**config.mk**
```make
export PLATFORM = sky130hd
export DESIGN_NAME = traffic_phase_ctrl
export DESIGN_NICKNAME = d
export VERILOG_FILES = /design/src/rtl/traffic_phase_ctrl.sv
export SDC_FILE = /design/constraint.sdc
export NUM_CORES = 1
export LEC_CHECK = 0
export BUFFER_PORTS_ARGS = -buffer_cell sky130_fd_sc_hd__buf_2
export CAP_MARGIN = 15
export CORE_MARGIN = 4
export CORE_UTILIZATION = 54
export DETAILED_ROUTE_END_ITERATION = 6
export PLACE_DENSITY_LB_ADDON = 0.1
export SLEW_MARGIN = 20
export SYNTH_ARGS = -nofsm -noshare
export SYNTH_HDL_FRONTEND = slang
export SYNTH_SLANG_ARGS = --single-unit
```
**constraint.sdc**
```tcl
create_clock -name clk -period 3.19 [get_ports clk]
set_input_delay 0.638 -clock clk [delete_from_list [all_inputs] [get_ports clk]]
set_output_delay 0.638 -clock clk [all_outputs]
set_load 0.02 [all_outputs]
```
**src/rtl/traffic_phase_ctrl.sv**
```systemverilog
// N-phase intersection controller: prescaled green/yellow/all-red timing, round-robin demand skipping, 2-bit lamp code per phase.
// Lights decode combinationally from registered state; no backpressure. TRAFFIC_PREEMPT_EN adds emergency preemption.
module traffic_phase_ctrl #(
    parameter int NUM_PHASES   = 4,
    parameter int PHASE_W      = $clog2(NUM_PHASES),
    parameter int TICK_DIV     = 1,
    parameter int GREEN_TICKS  = 8,
    parameter int YELLOW_TICKS = 3,
    parameter int CLEAR_TICKS  = 1
) (
    input  logic                    clk,
    input  logic                    rst,
    input  logic [NUM_PHASES-1:0]   req,
`ifdef TRAFFIC_PREEMPT_EN
    input  logic                    preempt,
    input  logic [PHASE_W-1:0]      preempt_phase,
    output logic                    preempt_active,
`endif
    output logic [2*NUM_PHASES-1:0] light,
    output logic [PHASE_W-1:0]      phase,
    output logic [1:0]              state,
    output logic                    tick
);

    localparam int MAX_GY    = (GREEN_TICKS > YELLOW_TICKS) ? GREEN_TICKS : YELLOW_TICKS;
    localparam int MAX_TICKS = (MAX_GY > CLEAR_TICKS) ? MAX_GY : CLEAR_TICKS;
    localparam int TW        = $clog2(MAX_TICKS + 1);
    localparam int CW        = (TICK_DIV > 1) ? $clog2(TICK_DIV) : 1;

    localparam logic [TW-1:0]      G_LOAD   = TW'(GREEN_TICKS - 1);
    localparam logic [TW-1:0]      Y_LOAD   = TW'(YELLOW_TICKS - 1);
    localparam logic [TW-1:0]      C_LOAD   = TW'(CLEAR_TICKS - 1);
    localparam logic [CW-1:0]      CNT_LAST = CW'(TICK_DIV - 1);
    localparam logic [PHASE_W-1:0] LAST_PH  = PHASE_W'(NUM_PHASES - 1);

    localparam logic [1:0] LT_GREEN  = 2'b01;
    localparam logic [1:0] LT_YELLOW = 2'b10;

    typedef enum logic [1:0] {
        ST_GREEN  = 2'd0,
        ST_YELLOW = 2'd1,
        ST_CLEAR  = 2'd2
    } st_t;

    st_t                   cur_st;
    st_t                   nxt_st;
    logic [TW-1:0]         timer;
    logic [TW-1:0]         nxt_tmr;
    logic [PHASE_W-1:0]    nxt_ph;
    logic [PHASE_W-1:0]    rr_ph;
    logic [PHASE_W-1:0]    cand;
    logic                  found;
    logic [CW-1:0]         cnt;
    logic [NUM_PHASES-1:0] pending;
    logic [NUM_PHASES-1:0] clr;
    logic                  green_entry;
    logic                  pre_vld;
    logic [PHASE_W-1:0]    pre_ph;

`ifdef TRAFFIC_PREEMPT_EN
    // Out-of-range preempt targets are treated as no request at all.
    assign pre_vld        = preempt & (int'(preempt_phase) < NUM_PHASES);
    assign pre_ph         = preempt_phase;
    assign preempt_active = pre_vld & (cur_st == ST_GREEN) & (phase == preempt_phase);
`else
    assign pre_vld = 1'b0;
    assign pre_ph  = '0;
`endif

    always_ff @(posedge clk) begin
        if (rst) begin
            cnt <= '0;
        end else if (cnt == CNT_LAST) begin
            cnt <= '0;
        end else begin
            cnt <= cnt + CW'(1);
        end
    end

    // Suppressed while rst is high so nothing downstream sees a tick in the reset cycle.
    assign tick = ~rst & (cnt == CNT_LAST);

    // Round-robin search starting just after the served phase and ending on it.
    always_comb begin
        rr_ph = (phase == LAST_PH) ? '0 : phase + PHASE_W'(1);
        cand  = phase;
        found = 1'b0;
        for (int k = 0; k < NUM_PHASES; k++) begin
            cand = (cand == LAST_PH) ? '0 : cand + PHASE_W'(1);
            if (!found && pending[cand]) begin
                found = 1'b1;
                rr_ph = cand;
            end
        end
    end

    always_comb begin
        nxt_st  = cur_st;
        nxt_tmr = timer;
        nxt_ph  = phase;
        case (cur_st)
            ST_GREEN: begin
                if (pre_vld && (phase == pre_ph)) begin
                    nxt_tmr = G_LOAD;
                end else if (pre_vld) begin
                    nxt_st  = ST_YELLOW;
                    nxt_tmr = Y_LOAD;
                end else if (tick) begin
                    if (timer == '0) begin
                        nxt_st  = ST_YELLOW;
                        nxt_tmr = Y_LOAD;
                    end else begin
                        nxt_tmr = timer - TW'(1);
                    end
                end
            end
            ST_YELLOW: begin
                if (tick) begin
                    if (timer == '0) begin
                        nxt_st  = ST_CLEAR;
                        nxt_tmr = C_LOAD;
                    end else begin
                        nxt_tmr = timer - TW'(1);
                    end
                end
            end
            ST_CLEAR: begin
                if (tick) begin
                    if (timer == '0) begin
                        nxt_st  = ST_GREEN;
                        nxt_tmr = G_LOAD;
                        nxt_ph  = pre_vld ? pre_ph : rr_ph;
                    end else begin
                        nxt_tmr = timer - TW'(1);
                    end
                end
            end
            default: begin
                nxt_st  = ST_CLEAR;
                nxt_tmr = C_LOAD;
            end
        endcase
    end

    always_ff @(posedge clk) begin
        if (rst) begin
            cur_st      <= ST_CLEAR;
            timer       <= C_LOAD;
            phase       <= LAST_PH;
            green_entry <= 1'b0;
        end else begin
            cur_st      <= nxt_st;
            timer       <= nxt_tmr;
            phase       <= nxt_ph;
            green_entry <= (nxt_st == ST_GREEN) && (cur_st != ST_GREEN);
        end
    end

    // Demand of the phase just given green is retired in its first green cycle only.
    always_comb begin
        clr = '0;
        for (int i = 0; i < NUM_PHASES; i++) begin
            clr[i] = green_entry && (phase == PHASE_W'(i));
        end
    end

    always_ff @(posedge clk) begin
        if (rst) begin
            pending <= '0;
        end else begin
            pending <= (pending | req) & ~clr;
        end
    end

    always_comb begin
        light = '0;
        for (int i = 0; i < NUM_PHASES; i++) begin
            if (phase == PHASE_W'(i)) begin
                if (cur_st == ST_GREEN) begin
                    light[2*i +: 2] = LT_GREEN;
                end else if (cur_st == ST_YELLOW) begin
                    light[2*i +: 2] = LT_YELLOW;
                end
            end
        end
    end

    assign state = cur_st;

endmodule
```
Word level (Yosys, flattened, before mapping) --
Index checks and enable logic that the tools add are counted.
Storage, ports and cells: register bits 14, logic and storage cells 90
Operators by class: add/sub/neg operators 6, magnitude comparators 4, eq/ne operators 11, mux-type cells 38, bitwise logic cells 6, reductions and logical operators 19
Operators by type and width (count):
- two-way mux 2 bit | 19
- two-way mux 4 bit | 6
- equality test 2 bit, second input constant | 6
- < comparator 2 x 3 -> 1 bit, second input constant | 4
- case mux 4 bit (3 select lines) | 1
- adder 2 x 1 -> 2 bit, second input constant | 4
- binary-select mux 1 bit (select 2 bit) | 4
- logical AND 1 bit | 8
- two-way mux 1 bit | 7
- zero test 2 bit | 3
- != test 2 bit, second input constant | 3
- case mux 2 bit (3 select lines) | 1
- AND reduction 3 bit | 2
- bitwise AND 4 bit | 1
- equality test 2 x 1 -> 1 bit, second input constant | 2
- zero test 4 bit | 1
- inverter 4 bit | 1
- OR 4 bit | 1
- subtractor 4 x 1 -> 4 bit, second input constant | 1
- zero test 1 bit | 3
- inverter 1 bit | 2
- nonzero test 2 bit | 1
- OR reduction 2 bit | 1
- adder 1 bit, second input constant | 1
- bitwise AND 1 bit | 1

Logic depth before layout (Yosys ltp) --
Gate-level depths: netlist of run 1.
depth in word-level cells 14, depth in mapped cells 6, gate-level depth less buffers 6

Worst setup path after synthesis of run 1 --
OpenSTA, ideal clock, no wires.
kind input-to-output, start input rst, end output tick, arrival time 1035 ps, required time 2552 ps, setup slack 1517 ps, cell stages on the path 2, path through buf_6 -> nor2_1
Between the ends: cells in the longest elaborated chain, start to end 2
RTL lines:
- from (decl) | RTL line 12 | input logic rst,
- inverter 1 bit | RTL line 81 | assign tick = ~rst & (cnt == CNT_LAST);
- bitwise AND 1 bit | RTL line 81
- to (decl) | RTL line 22 | output logic tick
No other way between the ends.

Worst setup path after layout of run 1 --
start register phase[0], end output light[5]
Between the ends: cells in the longest elaborated chain, start to end 2
RTL lines:
- from (decl) | RTL line 20 | output logic [PHASE_W-1:0] phase,
- from (signal assigned) | RTL line 154 | phase <= nxt_ph;
- equality test 2 bit | RTL line 178 | if (phase == PHASE_W'(i)) begin
- two-way mux 2 bit | RTL line 178
- to (decl) | RTL line 19 | output logic [2*NUM_PHASES-1:0] light,
No other way between the ends.

==> results.toml, run 1 <==
[outcome]
status = "finished clean"

[clock_tree]
cts_hold_buf = 0
clk_pin_slew_ps = 80
cts_tree = "done"
cts_buffer_depth = 2
cts_buffers = 3
clock_sinks = 14
root_buffer = "clkbuf_4"
post_cts_resized = 0
post_cts_buffers = 0
htreeDepth = 1
clk_latency_ps = 270

[timing]
rsz0062_at_grt = "false"
finalMaxSlewViolations = 0
setup_viol = 0
finalCritPeriodShare = 0.615
hold_viol_final = 0
tns_ps = 0
fmax_mhz = 510
skew_ps = 1.83
final.min_clock_period_ps = 1960

[worst_setup_path]
critical_path_class = "flop to output pin"
crit_arrival_ps = 1320
r2r_start = "timer[0]$_SDFFE_PP0P_"
startpoint_type = "flop"
cp.required_ps = 2550
critPathMaxFanout = 6
r2r_slack_ps = 1500
endpoint_kind = "output pin"
reg2reg_depth = 4
critPathLaunch = "phase[0]$_SDFFE_PP1P_"
r2r-end = "phase[1]$_SDFFE_PP1P_"
crit_end = "light[5]"

[detailed_routing]
totalWireLength_um = 1560
dr_total_vias = 643
wl_per_cell_um = 12.9
final_antenna_net_count = 0
viasPerCell = 5.31
first_pass_iters = 4
first_iter_violations = 17
drc = 0

[floorplan]
dieArea_sq_mm = 0.00210
dieHeight_um = 45.8
core_sq_mm = 0.00132
rows = 13
die_w_um = 45.8
start_util = 0.586
ios = 19

[layout]
antenna_cells = 0
fin_nets = 117
fin_util = 0.670
layout.cells.non_filler = 121
area_growth_pct = 14.4
design_area_sq_um = 883
drive_gt1_frac = 0.245

[power]
power_density_mw_per_mm2 = 493
power_w = 0.000435
ir_drop_v = 0.000266
leakagePower_nw = 0.405

[yosys]
synth_nets = 97
netlist_top_cells_area = "dfxtp_1, and2_1, ha_1"
ys_seq_elements = 14
yosysSeqAreaShare = 0.363
yosysTopAreaCellShare = 0.363
synthCells = 87
synth_area_sq_um = 772
ys_warn_count = 0
synth.distinct_cells = 28
syn_area_per_cell_sq_um = 8.87
synth_area_leader_cell = "dfxtp_1"

[placement]
gp_congestion = 0.801
port_buffers = 18
hpwl_um = 1160
postPlaceCellArea_sq_um = 847
dpl.cell_count = 117

[global_route]
antenna_found_initial = 0
grt_max_degree = 15
gr-usage-all-layers = 0.176
grt_pass1_wl_um = 2700
grt_pass1_vias = 606
grt_overflow = 0

[flow_run]
max-cap-violations = 0

[hold_path]
hp-class = "flop to flop"
holdCritStartpoint = "timer[3]$_SDFFE_PP0P_"
-- layout by cell type, fill, tap and decap left out, types with 2 or more instances in the layout --
master,instances
a211oi_1,4
a21oi_1,3
and2_1,8
buf_2,18
clkbuf_4,3
dfxtp_1,14
ha_1,4
inv_1,2
nand2_1,3
nand2b_1,2
nor2_1,13
nor2b_1,2
nor3_1,6
nor4_1,3
o21a_1,2
o21bai_1,3
xnor2_1,3
-- flip-flops by register name (all words and copies together) (netlist names) --
register / cells
cnt: 1
green_entry: 1
pending: 4
phase: 2
state: 2
timer: 4
-- cell families (layout without fill, tap and decap cells) --
kind of cell | after synthesis | after routing | synth area share
XOR/XNOR | 3 | 3 | 0.0340
adder cells (fa/ha/maj) | 4 | 4 | 0.0648
AND/OR/NAND/NOR | 42 | 42 | 0.311
buffers and inverters | 5 | 24 | 0.0535
AO/OA/AOI/OAI | 18 | 18 | 0.169
other | 1 | 1 | 0.00486
flip-flops | 14 | 14 | 0.363
-- how the worst min path moves through the flow --
stage                     cells past startpoint  slack (ps)               endpoint
after global routing                          1         500  timer[3]$_SDFFE_PP0P_
after detailed placement                      1         470  timer[3]$_SDFFE_PP0P_
after global placement                        1         460  timer[3]$_SDFFE_PP0P_
after CTS                                     1         480  timer[3]$_SDFFE_PP0P_
final                                         1         480  timer[3]$_SDFFE_PP0P_
after floorplan                               1         460  timer[3]$_SDFFE_PP0P_
-- per-layer routing --
layer  wire length [um]  track usage  up-vias
met3                132       0.0277        2
li1                   -            -      339
met5                  0            0        -
met4                 13       0.0795        0
met2                662        0.267       23
met1                756        0.244      279
-- synth_stat cells --
cell      number
a21o_1         1
a21oi_1        3
inv_1          2
a22oi_1        1
a211oi_1       4
nand2b_1       2
xnor2_1        3
nor3_1         6
nor2_1        13
nand3b_1       1
o21ai_0        1
or2b_2         1
o311a_2        1
nor4_1         3
nor2b_1        2
nand2_1        3
o21bai_1       3
nor3b_1        1
a21boi_0       1
o21a_1         2
buf_6          3
dfxtp_1       14
nor4_4         1
o311ai_1       1
or4_4          1
conb_1         1
and2_1         8
ha_1           4
-- through the flow --
stage | setup WS (ps) | hold slack, ps
global route | 1110 | 496
CTS | 1210 | 483
global placement | 1430 | 465
finish | 1230 | 484
floorplan | 1520 | 456
detailed placement | 1420 | 471
-- worst max-delay path, cell delays in order (launching register included) --
cell	delay, ps
dfxtp_1	440
inv_1	100
ha_1	230
and2_1	140
buf_2	150
-- final cells by class --
| type | instances | area [sq um] |
|---|---|---|
| multi-input combinational | 68 | 450 |
| fill | 122 | 434 |
| sequential | 14 | 280 |
| timing repair buffer | 18 | 90.1 |
| clock buffer | 4 | 36.3 |
| tap | 15 | 18.8 |
| inverter | 2 | 7.51 |
-- report_power, final --
part | internal (W) | switching (W) | total [W] | leakage [nW]
Sequential | 0.000190 | 0.0000233 | 0.000213 | 0.116
Clock | 0.0000693 | 0.0000555 | 0.000125 | 0.0210
Combinational | 0.0000444 | 0.0000526 | 0.0000970 | 0.268
Total | 0.000304 | 0.000131 | 0.000435 | 0.405
(Power assumes the default switching activity.)
==> inputs of run 2 (changes only) <==
--- a/config.mk
+++ b/config.mk
@@ -8,7 +8,7 @@
 export BUFFER_PORTS_ARGS = -buffer_cell sky130_fd_sc_hd__buf_2
 export CAP_MARGIN = 15
 export CORE_MARGIN = 4
-export CORE_UTILIZATION = 54
+export CORE_UTILIZATION = 45
 export DETAILED_ROUTE_END_ITERATION = 6
 export PLACE_DENSITY_LB_ADDON = 0.1
 export SLEW_MARGIN = 20
==> constraint.sdc (replaced) <==
create_clock -name clk -period 1.7 [get_ports clk]
set_input_delay 0.34 -clock clk [delete_from_list [all_inputs] [get_ports clk]]
set_output_delay 0.34 -clock clk [all_outputs]
set_load 0.02 [all_outputs]
==> run 2 against run 1 <==
Effect of this change:
- register-to-register slack got worse by 1400 ps
- clock skew up 1.5 ps
- total power grew 75%
- clock power increased by 35%
- clock-buffer cell count shrank 1
- first-iteration DRC count rose by 71%
- critical path type unchanged
- highest routed layer unchanged
==> results.toml, run 2 (synthesis gave the netlist of run 1 again) <==
[timing]
finalMaxSlewViolations = 0
worst_hold_slack_ps = 351
finalCritPeriodShare = 0.932
skew_ps = 3.37
rsz0062_at_grt = "true"
final.min_clock_period_ps = 1580
hold_viol_final = 0
fmax_mhz = 631
setup_viol = 0
setup_ws_ps = 116
tns_ps = 0

[global_route]
grt_overflow = 0
grt_max_degree = 15
grt_pass1_vias = 581
gr-usage-all-layers = 0.130
grt_pass1_wl_um = 2480
antenna_found_initial = 0

[layout]
layout.cells.non_filler = 123
antenna_cells = 0
drive_gt1_frac = 0.299
final_common_cell = "buf_2"
reg_top3 = "pending: 4 flops, timer: 4 flops"
fin_nets = 119
area_growth_pct = 16.5
final_cell_mix = "buf_2, nor2_1, dfxtp_1, and2_1, nor3_1"

[clock_tree]
cts_hold_buf = 0
cts_buffers = 3
clk_latency_ps = 270
root_buffer = "clkbuf_4"
post_cts_resized = 0
post_cts_buffers = 0
cts_buffer_depth = 2
clk_pin_slew_ps = 70
clock_sinks = 14
htreeDepth = 1
cts_tree = "done"

[worst_setup_path]
critPathMaxFanout = 8
startpoint_type = "flop"
reg2reg_depth = 4
critical_path_class = "flop to output pin"
cp.required_ps = 1360
crit_arrival_ps = 1240
endpoint_kind = "output pin"

[placement]
port_buffers = 18
hpwl_um = 1160
gp_congestion = 0.922
dp_slack_ps = 75.8
dpl.cell_count = 120

[floorplan]
dieHeight_um = 49.4
ios = 19
start_util = 0.495
core_sq_mm = 0.00156
die_w_um = 49.4
rows = 14
dieArea_sq_mm = 0.00244

[outcome]
status = "finished clean"

[detailed_routing]
dr_total_vias = 665
drc = 0
totalWireLength_um = 1510
viasPerCell = 5.41
wl_per_cell_um = 12.2
final_antenna_net_count = 0
first_iter_violations = 29
first_pass_iters = 4

[power]
power_w = 0.000764
switching_share = 0.305
leakagePower_nw = 0.405
switching_power_w = 0.000233
pwr-share-clk = 0.222
p_seq_frac = 0.516
power_density_mw_per_mm2 = 849
p_comb_frac = 0.262
ir_drop_v = 0.000510
p_int_w = 0.000531

[flow_run]
max-cap-violations = 0

[hold_path]
holdPathStages = 3
hp-class = "primary input to flop"
[run 2: routing by layer]
metal	global-route usage	up-vias	routed length [um]
met5	0	-	0
met4	0.0461	0	12
met3	0.0459	2	130
met2	0.188	33	601
met1	0.176	285	760
li1	-	345	-
[run 2: final timing paths]
| check | startpoint | end | slack [ps] |
|---|---|---|---|
| setup reg to reg | timer[0]$_SDFFE_PP0P_ | phase[0]$_SDFFE_PP1P_ | 130 |
| hold reg to reg | timer[3]$_SDFFE_PP0P_ | timer[3]$_SDFFE_PP0P_ | 480 |
| hold / removal | req[1] | pending[1]$_SDFF_PP0_ | 350 |
| setup / recovery | state[0]$_SDFF_PP0_ | light[5] | 120 |
[run 2: power by group through the flow]
stage	clock (W)	sequential, W	combinational, W
global placement	0	0.000399	0.000196
CTS	0.000182	0.000392	0.000197
detailed placement	0	0.000400	0.000196
global route	0.000196	0.000399	0.000221
floorplan	0	0.000400	0.000150
finish	0.000169	0.000394	0.000200
[run 2: per-stage QoR]
stage | instance area, sq um | utilization
after floorplan | 772 | -
after global placement | 863 | 0.554
after detailed placement | 863 | 0.554
after CTS | 886 | 0.568
after global routing | 900 | 0.577
final | 900 | 0.577
[run 2: cell type report]
| cell class | instances | area, sq um |
|---|---|---|
| Timing Repair Buffer | 20 | 105 |
| Fill cell | 160 | 659 |
| Inverter | 2 | 7.51 |
| Multi-Input combinational cell | 68 | 462 |
| Sequential cell | 14 | 283 |
| Clock buffer | 3 | 22.5 |
| Tap cell | 16 | 20.0 |
[run 2: critical path, cell delays in order (launching register included)]
cell	delay, ps
dfxtp_1	450
nor2b_2	230
and2_1	140
buf_2	150
==> inputs of run 3 (changes only) <==
--- a/config.mk
+++ b/config.mk
@@ -7,7 +7,7 @@
 export LEC_CHECK = 0
 export BUFFER_PORTS_ARGS = -buffer_cell sky130_fd_sc_hd__buf_2
 export CAP_MARGIN = 15
-export CORE_MARGIN = 4
+export CORE_MARGIN = 10
 export CORE_UTILIZATION = 45
 export DETAILED_ROUTE_END_ITERATION = 6
 export PLACE_DENSITY_LB_ADDON = 0.1
==> run 3 against run 2 <==
Effect of this change:
- global-route usage decreased by 3.1 points
- combinational power hardly changed
- first-iteration DRC count decreased by 72%
- clock power up 37%
- sequential cell count stayed put
- critical path depth is 1 higher
- utilization up 0.40 points
- design area increased by 0.70%
- highest routed layer unchanged
==> results.toml, run 3 (synthesis gave the netlist of run 1 again) <==
[hold_path]
hp-class = "primary input to flop"

[global_route]
use_met2 = 0.145
grt_pass1_vias = 643
grtUsageMet1 = 0.127
grt.busiest_layer = "met2"
grt_max_degree = 15
grt_pass1_wl_um = 2860
antenna_found_initial = 0
gr-usage-met3 = 0.0453
gr-usage-all-layers = 0.0988
grt_overflow = 0

[placement]
port_buffers = 18
hpwl_um = 1260
gp_congestion = 0.846
postPlaceCellArea_sq_um = 863

[timing]
finalCritPeriodShare = 0.948
hold_viol_final = 0
finalMaxSlewViolations = 0
fmax_mhz = 621
setup_viol = 0
final.min_clock_period_ps = 1610
rsz0062_at_grt = "false"
skew_ps = 10.7
tns_ps = 0

[worst_setup_path]
critPathBufInv = 2
startpoint_type = "flop"
critPathMaxFanout = 4
critPathTopFamily = "flip-flops"
critical_path_class = "flop to output pin"
crit_arrival_ps = 1270
cpPeakStageDelay_ps = 350
cp.required_ps = 1360
cp_cell_sequence = "buf_4 -> ha_1 -> and2_1 -> buf_2"
endpoint_kind = "output pin"
cpMaxStageDelayCell = "dfxtp_2"

[power]
leakagePower_nw = 0.412
ir_drop_v = 0.000629
power_density_mw_per_mm2 = 909

[clock_tree]
cts_buffer_depth = 2
cts_hold_buf = 0
htreeDepth = 1
cts_tree = "done"
post_cts_resized = 0
cts_buffers = 3
clk_pin_slew_ps = 90
post_cts_buffers = 0
clk_latency_ps = 280
root_buffer = "clkbuf_4"
clock_sinks = 14

[layout]
antenna_cells = 0
final_common_cell = "buf_2"
fin_nets = 119
final_cell_mix = "buf_2, nor2_1, dfxtp_1, and2_1, nor3_1"
design_area_sq_um = 906
fillers = 160
reg_top3 = "pending: 4 flops, timer: 4 flops"
area_growth_pct = 17.3
drive_gt1_frac = 0.296

[floorplan]
die_w_um = 61.4
ios = 19
start_util = 0.495
core_sq_mm = 0.00156
dieArea_sq_mm = 0.00377
dieHeight_um = 61.4
rows = 14

[detailed_routing]
dr_total_vias = 638
drc = 0
totalWireLength_um = 1620
wl_per_cell_um = 13.0
first_pass_iters = 4
first_iter_violations = 8
viasPerCell = 5.15
final_antenna_net_count = 0

[outcome]
status = "finished clean"

[flow_run]
max-cap-violations = 0
run 3: changes by cell type in the layout (fill, tap and decap cells not counted):
| cell | before | now |
|---|---|---|
| nor2b_2 | 1 | 0 |
| nor4_2 | 1 | 0 |
| nor4_1 | 2 | 3 |
| nor2b_1 | 1 | 2 |
| dfxtp_1 | 12 | 11 |
| clkbuf_8 | 0 | 1 |
| dfxtp_2 | 2 | 3 |
run 3: area by class of cell:
type | instances | area, sq um | share of cell area
sequential | 14 | 284 | 0.314
tap | 16 | 20.0 | 0.0221
timing repair buffer | 20 | 105 | 0.116
inverter | 2 | 7.51 | 0.00829
clock buffer | 4 | 36.3 | 0.0401
multi-input combinational | 68 | 453 | 0.500
run 3: worst paths after layout:
kind | start | slack (ps) | end | cells after the start
worst max register to register | timer[0]$_SDFFE_PP0P_ | 110 | phase[0]$_SDFFE_PP1P_ | 4
worst max-delay path | phase[0]$_SDFFE_PP1P_ | 90 | light[2] | 4
worst min register to register | timer[3]$_SDFFE_PP0P_ | 480 | timer[3]$_SDFFE_PP0P_ | 1
worst min-delay path | req[1] | 330 | pending[1]$_SDFF_PP0_ | 3
run 3: through the flow:
stage                     hold slack (ps)   util  cells  setup WS [ps]  power (W)
after global routing                  343  0.581    124           6.99   0.000876
after CTS                             323  0.577    124           26.4   0.000830
after detailed placement              473  0.554    120           62.4   0.000597
after global placement                470  0.554    120           92.1   0.000596
after floorplan                       426      -     87            115   0.000550
final                                 332  0.581    124           88.5   0.000823
run 3: layer usage:
| metal | vias up | routed length [um] |
|---|---|---|
| li1 | 345 | - |
| met1 | 276 | 839 |
| met2 | 15 | 632 |
| met3 | 2 | 134 |
| met4 | 0 | 12 |
| met5 | - | 0 |
run 3: worst reg2reg max path, stage by stage, from the launching register on:
cell and delay, ps:
dfxtp_1 350, or4_4 590, nor4_4 260, o311ai_1 160, a22oi_1 170
run 3: where the power goes:
group | internal [W] | switching (W)
clock network | 0.000130 | 0.000102
logic | 0.0000903 | 0.000106
registers | 0.000358 | 0.0000371
